[config.mk]
export PLATFORM = sky130hd
export DESIGN_NAME = ysyx_isu
export DESIGN_NICKNAME = d
export VERILOG_FILES = /design/src/rtl/ysyx_isu.sv
export SDC_FILE = /design/constraint.sdc
export NUM_CORES = 1
export LEC_CHECK = 0
export ABC_AREA = 1
export CAP_MARGIN = 5
export CELL_PAD_IN_SITES_DETAIL_PLACEMENT = 0
export CELL_PAD_IN_SITES_GLOBAL_PLACEMENT = 1
export CORE_ASPECT_RATIO = 0.7
export CORE_UTILIZATION = 25
export CTS_BUF_LIST = sky130_fd_sc_hd__clkbuf_4
export CTS_CLUSTER_DIAMETER = 80
export DETAILED_ROUTE_END_ITERATION = 12
export DONT_BUFFER_PORTS = 1
export PLACE_DENSITY = 0.5
export SYNTH_ARGS = -nofsm -noshare
export SYNTH_HDL_FRONTEND = slang
export SYNTH_SLANG_ARGS = --single-unit
[constraint.sdc]
create_clock -name clock -period 5.8 [get_ports clock]
set_input_delay 1.16 -clock clock [delete_from_list [all_inputs] [get_ports clock]]
set_output_delay 1.16 -clock clock [all_outputs]
set_load 0.01 [all_outputs]
[src/rtl/ysyx_isu.sv]
// ysyx_isu: in-order issue stage with a per-register busy scoreboard and one
// registered issue slot. Same-cycle writebacks unblock waiting ops combinationally.
module ysyx_isu #(
  parameter int REG_NUM   = 16,
  parameter int REG_LEN   = 4,
  parameter int PAYLOAD_W = 128
) (
  input  logic                 clock,
  input  logic                 reset,
  input  logic                 flush,
  input  logic                 in_valid,
  output logic                 in_ready,
  input  logic [31:0]          in_pc,
  input  logic [PAYLOAD_W-1:0] in_uop,
  input  logic [REG_LEN-1:0]   in_rd,
  input  logic                 in_rd_en,
  input  logic [REG_LEN-1:0]   in_rs1,
  input  logic                 in_rs1_en,
  input  logic [REG_LEN-1:0]   in_rs2,
  input  logic                 in_rs2_en,
  input  logic                 wb_valid,
  input  logic [REG_LEN-1:0]   wb_rd,
  output logic                 out_valid,
  input  logic                 out_ready,
  output logic [31:0]          out_pc,
  output logic [PAYLOAD_W-1:0] out_uop,
  output logic [REG_LEN-1:0]   out_rd,
  output logic                 out_rd_en,
  output logic [REG_NUM-1:0]   busy,
  output logic [31:0]          stall_cnt
);

  typedef enum logic {
    SLOT_EMPTY = 1'b0,
    SLOT_FULL  = 1'b1
  } slot_state_e;

  slot_state_e            state_q, state_d;
  logic [31:0]            pc_q, pc_d;
  logic [PAYLOAD_W-1:0]   uop_q, uop_d;
  logic [REG_LEN-1:0]     rd_q, rd_d;
  logic                   rd_en_q, rd_en_d;
  logic [REG_NUM-1:0]     busy_q, busy_d;
  logic [31:0]            stall_q, stall_d;

  logic [REG_NUM-1:0]     wb_mask;
  logic [REG_NUM-1:0]     set_mask;
  logic [REG_NUM-1:0]     eff_busy;
  logic                   hazard;
  logic                   slot_free;
  logic                   accept;
  logic                   stall_cycle;

  // An operand only blocks when it is enabled, is not x0 and is still in flight.
  function automatic logic operand_blocked(input logic               en,
                                           input logic [REG_LEN-1:0] idx,
                                           input logic [REG_NUM-1:0] eff);
    return en && (idx != '0) && eff[idx];
  endfunction

  // NOTE: every variable written in an always_comb gets a default first, so no
  // path through the block can leave it unassigned and infer a latch.
  always_comb begin
    wb_mask = '0;
    if (wb_valid && (wb_rd != '0)) begin
      wb_mask[wb_rd] = 1'b1;
    end
  end

  assign eff_busy  = busy_q & ~wb_mask;
  assign hazard    = operand_blocked(in_rs1_en, in_rs1, eff_busy)
                   | operand_blocked(in_rs2_en, in_rs2, eff_busy)
                   | operand_blocked(in_rd_en,  in_rd,  eff_busy);
  assign out_valid = (state_q == SLOT_FULL);
  assign slot_free = !out_valid || out_ready;
  assign in_ready  = slot_free && !hazard && !flush;
  assign accept    = in_valid && in_ready;

  always_comb begin
    set_mask = '0;
    if (accept && in_rd_en && (in_rd != '0)) begin
      set_mask[in_rd] = 1'b1;
    end
  end

  // Hazard stalls are counted only when the slot itself could take the op.
  assign stall_cycle = in_valid && hazard && slot_free && !flush;

  always_comb begin
    state_d = state_q;
    pc_d    = pc_q;
    uop_d   = uop_q;
    rd_d    = rd_q;
    rd_en_d = rd_en_q;
    busy_d  = busy_q;
    stall_d = stall_q;

    if (flush) begin
      state_d = SLOT_EMPTY;
      busy_d  = '0;
    end else begin
      // Set is applied after clear so a fresh producer wins on the same index.
      busy_d = (busy_q & ~wb_mask) | set_mask;
      if (accept) begin
        state_d = SLOT_FULL;
        pc_d    = in_pc;
        uop_d   = in_uop;
        rd_d    = in_rd;
        rd_en_d = in_rd_en;
      end else if (out_ready) begin
        state_d = SLOT_EMPTY;
      end
    end

    if (stall_cycle && (stall_q != '1)) begin
      stall_d = stall_q + 32'd1;
    end

    busy_d[0] = 1'b0;
  end

  // NOTE: sequential state uses non-blocking assignments only, so every
  // register samples the pre-edge values and ordering between blocks is moot.
  always_ff @(posedge clock) begin
    if (reset) begin
      // NOTE: the payload registers are reset as well because the outputs are
      // promised to read zero after reset; a pure datapath would skip this.
      state_q <= SLOT_EMPTY;
      pc_q    <= '0;
      uop_q   <= '0;
      rd_q    <= '0;
      rd_en_q <= 1'b0;
      busy_q  <= '0;
      stall_q <= '0;
    end else begin
      state_q <= state_d;
      pc_q    <= pc_d;
      uop_q   <= uop_d;
      rd_q    <= rd_d;
      rd_en_q <= rd_en_d;
      busy_q  <= busy_d;
      stall_q <= stall_d;
    end
  end

  assign out_pc    = pc_q;
  assign out_uop   = uop_q;
  assign out_rd    = rd_q;
  assign out_rd_en = rd_en_q;
  assign busy      = busy_q;
  assign stall_cnt = stall_q;

endmodule

-- After elaboration in Yosys (flattened, before gate mapping)
Cells that the tools add are included.
- bitwise logic cells: 6
- order comparisons: 6
- add/sub/neg operators: 1
- reductions and logical operators: 29
- equality and inequality tests: 1
- muxes and demuxes: 14
- operators with widths (cell ; number):
    $add 32x1->32 const B ; 1
    $mux 16 ; 2
    $ne 32x32->1 const B ; 1
    $lt 4x5->1 const B ; 4
    $logic_and 1x1->1 ; 18
    $and 16x16->16 ; 1
    $not 16->16 ; 1
    $or 16x16->16 ; 1
    $reduce_bool 4->1 ; 4
    $bmux 1 s4 ; 3
    $demux 1 s4 ; 2
    $ge 4x1->1 const B ; 2
    $mux 1 ; 7
    $logic_not 1->1 ; 3
    $or 1x1->1 ; 2
    $reduce_and 2->1 ; 1
    $reduce_bool 2->1 ; 1
    $reduce_or 2->1 ; 1
    $logic_or 1x1->1 ; 1
    $not 1->1 ; 1
- input port bits: 185
- flip-flop bits (word level): 214
- output and inout port bits: 215
- logic and storage cells: 65

-- Depth between registers and ports, before layout
Gate-level depths: netlist of the first run.
- word-level depth: 20
- mapped depth: 18

-- Least setup slack after synthesis of the first run
No wires, ideal clock.
- kind: input to output
- start point: in wb_valid
- end point: out in_ready
- data required time: 4.640 ns
- slack: 2.428 ns
- arrival time: 2.212 ns
- stages: 13
- buffers on the path: 1
- cell sequence: buf_4 inv_2 nor2_4 nand2_1 nand2_1 nand2_1 nand3_1 nand2_1 nand2_1 nor2_1 nand2_1 nand3_2 nor2_1
- longest elaborated chain between the ends: 12
- elaborated cells on any way between the ends: 18
- those cells by class: 7 x mux; 4 x bitwise; 7 x reduce/logical
- RTL lines (element ; RTL line ; RTL):
    start, declared ; 21 ; input logic wb_valid,
    $logic_and 1x1->1 * ; 65 ; if (wb_valid && (wb_rd != '0)) begin
    $mux 16 * ; 65 ;
    $not 16->16 * ; 70 ; assign eff_busy = busy_q & ~wb_mask;
    $and 16x16->16 * ; 70 ;
    $bmux 1 s4 ; 58 ; return en && (idx != '0) && eff[idx];
    $mux 1 (implied by the code) ; 58 ;
    $logic_and 1x1->1 ; 58 ;
    $or 1x1->1 ; 72 ; | operand_blocked(in_rs2_en, in_rs2, eff_busy)
    $or 1x1->1 * ; 73 ; | operand_blocked(in_rd_en, in_rd, eff_busy);
    $logic_not 1->1 * ; 76 ; assign in_ready = slot_free && !hazard && !flush;
    $logic_and 1x1->1 * (2 in series) ; 76 ;
    end, declared ; 12 ; output logic in_ready,
Mark *: on every way between the ends. The rest lies on a longest branch, timed or not. The select of a mux whose other input is x is not followed.

-- Final worst setup path of the first run
- start point: in wb_rd[1]
- end point: out in_ready
- longest elaborated chain between the ends: 15
- elaborated cells on any way between the ends: 24
- those cells by class: 2 x order compare; 9 x mux; 4 x bitwise; 9 x reduce/logical
- RTL lines (element ; RTL line ; RTL):
    start, declared ; 22 ; input logic [REG_LEN-1:0] wb_rd,
    $lt 4x5->1 (implied by the code) / $ge 4x1->1 (equally long branches) ; 66 ; wb_mask[wb_rd] = 1'b1;
    $logic_and 1x1->1 (implied by the code) ; 66 ;
    $mux 1 (implied by the code) ; 66 ;
    $demux 1 s4 ; 66 ;
    $mux 16 * ; 65 ;
    $not 16->16 * ; 70 ;
    $and 16x16->16 * ; 70 ;
    $bmux 1 s4 ; 58 ;
    $mux 1 (implied by the code) ; 58 ;
    $logic_and 1x1->1 ; 58 ;
    $or 1x1->1 ; 72 ;
    $or 1x1->1 * ; 73 ;
    $logic_not 1->1 * ; 76 ;
    $logic_and 1x1->1 * (2 in series) ; 76 ;
Marks and branches as above.

==> results.md, run 1 <==
* Status: complete, no violations
* Number of standard cells in the final layout excluding fillers at 1760
* Util after Layout at 28.7%
* Data required time at the worst endpoint at 4.64 ns
* Area of all sequential standard cells at 4260 um^2
* Post-CTS Hold Fix Bufs at 0
* Setup_tns at 0 ns
* Worst Path Buf+Inv at 1
* Layout fillers at 3914
* Largest stage delay on the critical path at 0.47 ns
* TritonCTS clock tree: done
* Total I/O pin count at 400
* Min Clock Period, post-route at 3.81 ns
* Gates resized, CTS repair at 0
* Sum of net half-perimeters after detailed placement at 21000 um
* Element type at the critical path end: primary output
* Top library cells by usage in the layout, fill and taps aside: sky130_fd_sc_hd__nor2_1 (378), sky130_fd_sc_hd__dfxtp_1 (213), sky130_fd_sc_hd__nand2_1 (167)
* Period utilization at 65.7%
* CP top delay family: simple AND/OR/NAND/NOR gates
* DRT Pass-1 Iters at 5
* Final count of negative-setup-slack endpoints at 0
* Gate Count Post-Synth at 1250
* Yosys warning total at 0
* Fin Hold WS at 0.508 ns
* Global-route congestion overflow total at 0
* Vias in the first global route at 8008
* Net Count, Synth at 1436
* Worst Path Class, Setup: input pin to primary output
* Fraction of the yosys area taken by sequential cells at 48.1%
* Core area at 34800 um^2
* Highest-delay cell along the critical path: sky130_fd_sc_hd__o21bai_1
* Remaining number of nets flagged by the antenna check after routing at 0
* Lkg Pwr at 4.06 nW
* Pwr dens at 334 nW/um^2
* Synthesized area per cell at 7.09 um^2
* Horiz. Die Dim at 227 um
* Post-synthesis cell type count at 35
* Row count at 57
* Number of post-CTS setup repair buffers at 0
* Initial core utilization at 25.5%
* Clock tree root driver cell: sky130_fd_sc_hd__clkbuf_4
* Quantity of I/O buffers inserted on ports at 0
* Sink count of the clock tree at 213
* Async set or reset register ratio after synthesis at 0%
* IR drop worst, VDD at 147 uV
* Most numerous cell on the critical path: sky130_fd_sc_hd__nand2_1
* Unrepaired setup endpoints after global routing: no
* Max Transition Viols Final at 0
* Die area at 36200 um^2
* Number of H-tree branching levels at 2
* Worst-margin pin slew at 1.03 ns
* Placed instance count at 1657
* Fin nets at 1429
* Total track usage at 17.0%
* Multi-input logic area at 4050 um^2
* Clock transition time at the flip-flop clock pins of the worst setup and hold paths at 0.07 ns
* Number of hold violations in the final report at 0
* Routed len/inst at 17.7 um
* Critical Path AT at 2.65 ns
* Most common library cell in the layout ignoring fill and taps: sky130_fd_sc_hd__nor2_1
* Worst setup skew after layout at 0.0616 ns
* Maximum fanout along the worst path at 5
* Synthesis-to-finish area growth at 12.5%
* Detailed-route vias per instance at 4.58
* Number of synthesized flops with an enable pin at 0
* Post-synthesis instance area at 8860 um^2
* Routed WL at 31200 um
* Most frequently used flop master after synthesis: sky130_fd_sc_hd__dfxtp_1
* Number of remaining DRC errors at 0
* Insertion delay to the later sink of the worst-skew pair at 0.72 ns
* Final GP Congestion at 0.879
* Max-capacitance violation count at 0
* Reg2reg setup slack at 2.26 ns
* Cell-by-cell listing of the critical path: inv_1, nand3_1, o21bai_1, nand2_1, nand3_1, nand2_1, nand2_1, nor2_1, nand2_1, nand3_2, nor2_1
* Startpoint Class: input pin
* Slew Limit Headroom at 31.5%
* Number of buffers on the longest clock path at 3
* Initial drt markers at 471
* Wire length of the first global-routing pass at 48200 um
* Post-synthesis sequential element count at 213
* Maximum number of pins on one net before global-route repair at 184
* Maximum clock rate at 262 MHz
* Type of the worst min-delay path: input pin to flip-flop
* Share of cells above drive strength 1 at 8.17%
* Initial antenna violation count at 1
* Overall via count from detail_route at 8066
* Number of buffers created by CTS at 56
* Vertical die dimension at 160 um
state kept, by name, summed over array words and instances, names as in the netlist:
signal	cells
out_rd	4
out_valid	1
busy	15
stall_cnt	32
out_uop	128
out_rd_en	1
out_pc	32
cell families (layout without fill, tap and decap cells):
group           count (synthesis)  in the layout  share of synthesized area, %
simple gates                  647            647                          29.7
buf+inv                       130            165                          6.24
other cells                     1              4                        0.0423
flops                         213            213                          48.1
xor+xnor                       26             26                          2.57
fa+ha+maj                       1              1                         0.141
compound gates                232            232                          13.2
through the flow:
| step | power, W | cell area (um^2) | setup slack (ns) |
|---|---|---|---|
| 2_1_floorplan | 0.00185 | 8860 | 2.43 |
| 3_3_place_gp | 0.00192 | 9190 | 1.86 |
| 3_5_place_dp | 0.00192 | 9190 | 1.86 |
| 4_1_cts | 0.00341 | 9970 | 2.02 |
| 5_1_grt | 0.00354 | 9970 | 1.80 |
| 6_report | 0.00333 | 9970 | 1.99 |
path summary, 6_finish.rpt:
| check | from | to | cells past startpoint |
|---|---|---|---|
| worst max-delay path | wb_rd[1] | in_ready | 11 |
| worst min-delay path | reset | stall_cnt[28]$_SDFFE_PP0P_ | 1 |
| worst max register to register | stall_cnt[0]$_SDFFE_PP0P_ | stall_cnt[0]$_SDFFE_PP0P_ | 12 |
| worst min register to register | stall_cnt[26]$_SDFFE_PP0P_ | stall_cnt[26]$_SDFFE_PP0P_ | 2 |
metal layers:
metal	share of wire [%]	track usage, %
met5	0	0
met4	1.7	4.64
met3	9.5	6.88
met2	44	25.6
met1	45	22.2
layout make-up:
cell class	instances	area share, %
Inverter	61	2.35
Multi-Input combinational cell	907	40.6
Antenna cell	3	0.0753
Timing Repair Buffer	4	0.552
Sequential cell	213	42.8
Clock inverter	18	1.61
Tap cell	472	5.92
Clock buffer	82	6.17
where the power goes:
group          switching [W]  internal (W)  leakage, nW
Clock               0.000666      0.000785        0.451
Sequential          0.000109       0.00155         1.74
Combinational       0.000156     0.0000660         1.87
Total               0.000932       0.00240         4.06
Yosys cell counts (2+ instances only):
cell type,n,area share (%)
sky130_fd_sc_hd__inv_1,55,2.3
sky130_fd_sc_hd__nand3_1,45,2.5
sky130_fd_sc_hd__buf_2,28,1.6
sky130_fd_sc_hd__nand2_1,167,7.1
sky130_fd_sc_hd__xnor2_1,5,0.49
sky130_fd_sc_hd__nand4_1,22,1.6
sky130_fd_sc_hd__buf_4,6,0.51
sky130_fd_sc_hd__a31oi_1,2,0.14
sky130_fd_sc_hd__inv_2,4,0.17
sky130_fd_sc_hd__a21oi_1,55,3.1
sky130_fd_sc_hd__clkinv_1,2,0.085
sky130_fd_sc_hd__nor2_1,378,16
sky130_fd_sc_hd__nor4_1,7,0.49
sky130_fd_sc_hd__nor2_4,2,0.25
sky130_fd_sc_hd__nor3_1,18,1.0
sky130_fd_sc_hd__o21ai_1,55,3.1
sky130_fd_sc_hd__clkbuf_1,32,1.4
sky130_fd_sc_hd__o21ai_0,117,6.6
sky130_fd_sc_hd__dfxtp_1,213,48
sky130_fd_sc_hd__xor2_1,21,2.1
sky130_fd_sc_hd__buf_1,2,0.085
Power figures use the tool's default switching activity.
==> run 2, diff against run 1 <==
--- a/config.mk
+++ b/config.mk
@@ -15,7 +15,7 @@
 export CTS_CLUSTER_DIAMETER = 80
 export DETAILED_ROUTE_END_ITERATION = 12
 export DONT_BUFFER_PORTS = 1
-export PLACE_DENSITY = 0.5
+export PLACE_DENSITY = 0.52
 export SYNTH_ARGS = -nofsm -noshare
 export SYNTH_HDL_FRONTEND = slang
 export SYNTH_SLANG_ARGS = --single-unit
==> constraint.sdc (replaced) <==
create_clock -name clock -period 3.2 [get_ports clock]
set_input_delay 0.64 -clock clock [delete_from_list [all_inputs] [get_ports clock]]
set_output_delay 0.64 -clock clock [all_outputs]
set_load 0.01 [all_outputs]
==> run 2 against run 1 <==
Critical path depth is 1 lower. Global-route usage is 0.19 points lower. Register-to-register slack worse by 1.6 ns. Power is 76% higher. First-iteration DRC count is 0.42% higher. Clock skew is 0.015 ns lower. Cell area is 6.7% higher. Sequential power is 81% higher. Combinational power is 130% higher. Worst hold slack worse by 0.42 ns. Largest power group unchanged. Highest routed layer unchanged.
==> results.md, run 2 (synthesis gave the netlist of run 1 again) <==
* Status: complete, no violations
* Total track usage at 16.8%
* Setup_tns at 0 ns
* Critical Path AT at 2.26 ns
* Number of remaining DRC errors at 0
* Total I/O pin count at 400
* Share of cells above drive strength 1 at 9.73%
* Wire length of the first global-routing pass at 47900 um
* Layout fillers at 3917
* Cell area after placement at 9480 um^2
* Number of H-tree branching levels at 2
* Row count at 57
* Min Clock Period, post-route at 2.90 ns
* Horiz. Die Dim at 227 um
* Element type at the critical path end: primary output
* Maximum fanout along the worst path at 4
* Type of the worst min-delay path: input pin to flip-flop
* Area of all sequential standard cells at 4260 um^2
* Sink count of the clock tree at 213
* Max-capacitance violation count at 0
* Most common library cell in the layout ignoring fill and taps: sky130_fd_sc_hd__nor2_1
* Number of standard cells in the final layout excluding fillers at 1829
* Max FFs per register at 128
* Setup WS post-layout at 0.302 ns
* Period utilization at 90.6%
* Startpoint Class: flip-flop
* Number of buffers on the longest clock path at 3
* Top library cells by usage in the layout, fill and taps aside: sky130_fd_sc_hd__nor2_1 (377), sky130_fd_sc_hd__dfxtp_1 (213), sky130_fd_sc_hd__nand2_1 (167)
* Data required time at the worst endpoint at 2.56 ns
* Maximum number of pins on one net before global-route repair at 84
* Clock tree root driver cell: sky130_fd_sc_hd__clkbuf_4
* Final count of negative-setup-slack endpoints at 0
* Number of hold violations in the final report at 0
* Lkg Pwr at 4.39 nW
* Global-route congestion overflow total at 0
* Maximum clock rate at 345 MHz
* DRT Pass-1 Iters at 5
* Synthesis-to-finish area growth at 20.0%
* Die area at 36200 um^2
* Core area at 34800 um^2
* Insertion delay to the later sink of the worst-skew pair at 0.69 ns
* Vias in the first global route at 8412
* Sum of net half-perimeters after detailed placement at 21800 um
* Worst Path Class, Setup: flip-flop to primary output
* IR drop worst, VDD at 296 uV
* Overall via count from detail_route at 8344
* Remaining number of nets flagged by the antenna check after routing at 0
* TritonCTS clock tree: done
* Number of buffers created by CTS at 55
* Clock transition time at the flip-flop clock pins of the worst setup and hold paths at 0.07 ns
* Detailed-route vias per instance at 4.56
* Initial core utilization at 25.5%
* Unrepaired setup endpoints after global routing: no
* Worst setup skew after layout at 0.0465 ns
* Slew Limit Headroom at 24.1%
* Quantity of I/O buffers inserted on ports at 0
* Routed len/inst at 17.1 um
* Worst-margin pin slew at 1.13 ns
* Max Transition Viols Final at 0
* Worst setup slack after placement at 0.133 ns
* Initial antenna violation count at 1
* Multi-input logic area at 4050 um^2
* Initial drt markers at 473
* Final GP Congestion at 0.883
* Vertical die dimension at 160 um
* Routed WL at 31200 um
* Fin nets at 1501
* Pwr dens at 551 nW/um^2
* Placed instance count at 1684
* Final standard cell area without fillers at 10600 um^2
[run 2: cell type report]
type,instances,share of cell area [%]
Antenna cell,1,0.0235
Clock buffer,86,6.07
Clock inverter,12,0.459
Inverter,61,2.20
Multi-Input combinational cell,907,38.1
Sequential cell,213,40.1
Tap cell,472,5.55
Timing Repair Buffer,77,7.57
[run 2: per-stage QoR]
stage / total power, W / util [%] / hold slack [ns]
floorplan: 0.00335 / - / 0.483
global placement: 0.00352 / 27.2 / 0.504
detailed placement: 0.00351 / 27.2 / 0.507
CTS: 0.00597 / 30.6 / 0.000118
global route: 0.00620 / 30.6 / 0.00387
finish: 0.00586 / 30.6 / 0.0880
[run 2: worst paths after layout]
kind / slack [ns] / cells past startpoint / from / endpoint
setup reg to reg: 0.65 / 12 / stall_cnt[3]$_SDFFE_PP0P_ / stall_cnt[2]$_SDFFE_PP0P_
hold reg to reg: 0.52 / 2 / out_rd_en$_SDFFE_PP0P_ / out_rd_en$_SDFFE_PP0P_
setup / recovery: 0.30 / 10 / busy[5]$_SDFF_PP0_ / in_ready
hold / removal: 0.09 / 2 / in_uop[5] / out_uop[5]$_SDFFE_PP0P_
[run 2: timing repair]
action	CTS	global route
hold endpoints to repair	73	0
hold buffers	46	0
endpoints found under the setup margin	0	1
gates resized for setup	0	1
setup buffers	0	0
[run 2: per-layer routing]
layer | share of wire, % | global-route usage, %
met3 | 9.1 | 6.46
met2 | 44 | 26.4
met5 | 0 | 0
met1 | 45 | 21.3
met4 | 1.8 | 4.51
[run 2: worst max-delay path: stages, from the launching register on]
cell	delay, ns
sky130_fd_sc_hd__dfxtp_1	0.37
sky130_fd_sc_hd__inv_1	0.06
sky130_fd_sc_hd__o21bai_1	0.30
sky130_fd_sc_hd__nand2_1	0.10
sky130_fd_sc_hd__nand2_1	0.09
sky130_fd_sc_hd__nor2_1	0.04
sky130_fd_sc_hd__nand2_1	0.06
sky130_fd_sc_hd__nand3_1	0.08
sky130_fd_sc_hd__nand3_1	0.12
sky130_fd_sc_hd__nand3_2	0.17
sky130_fd_sc_hd__nor2_2	0.21
[run 2: report_power, final]
group | total, W | internal, W | switching, W
combinational | 0.000502 | 0.000189 | 0.000313
clock | 0.00236 | 0.00121 | 0.00114
sequential | 0.00300 | 0.00281 | 0.000193
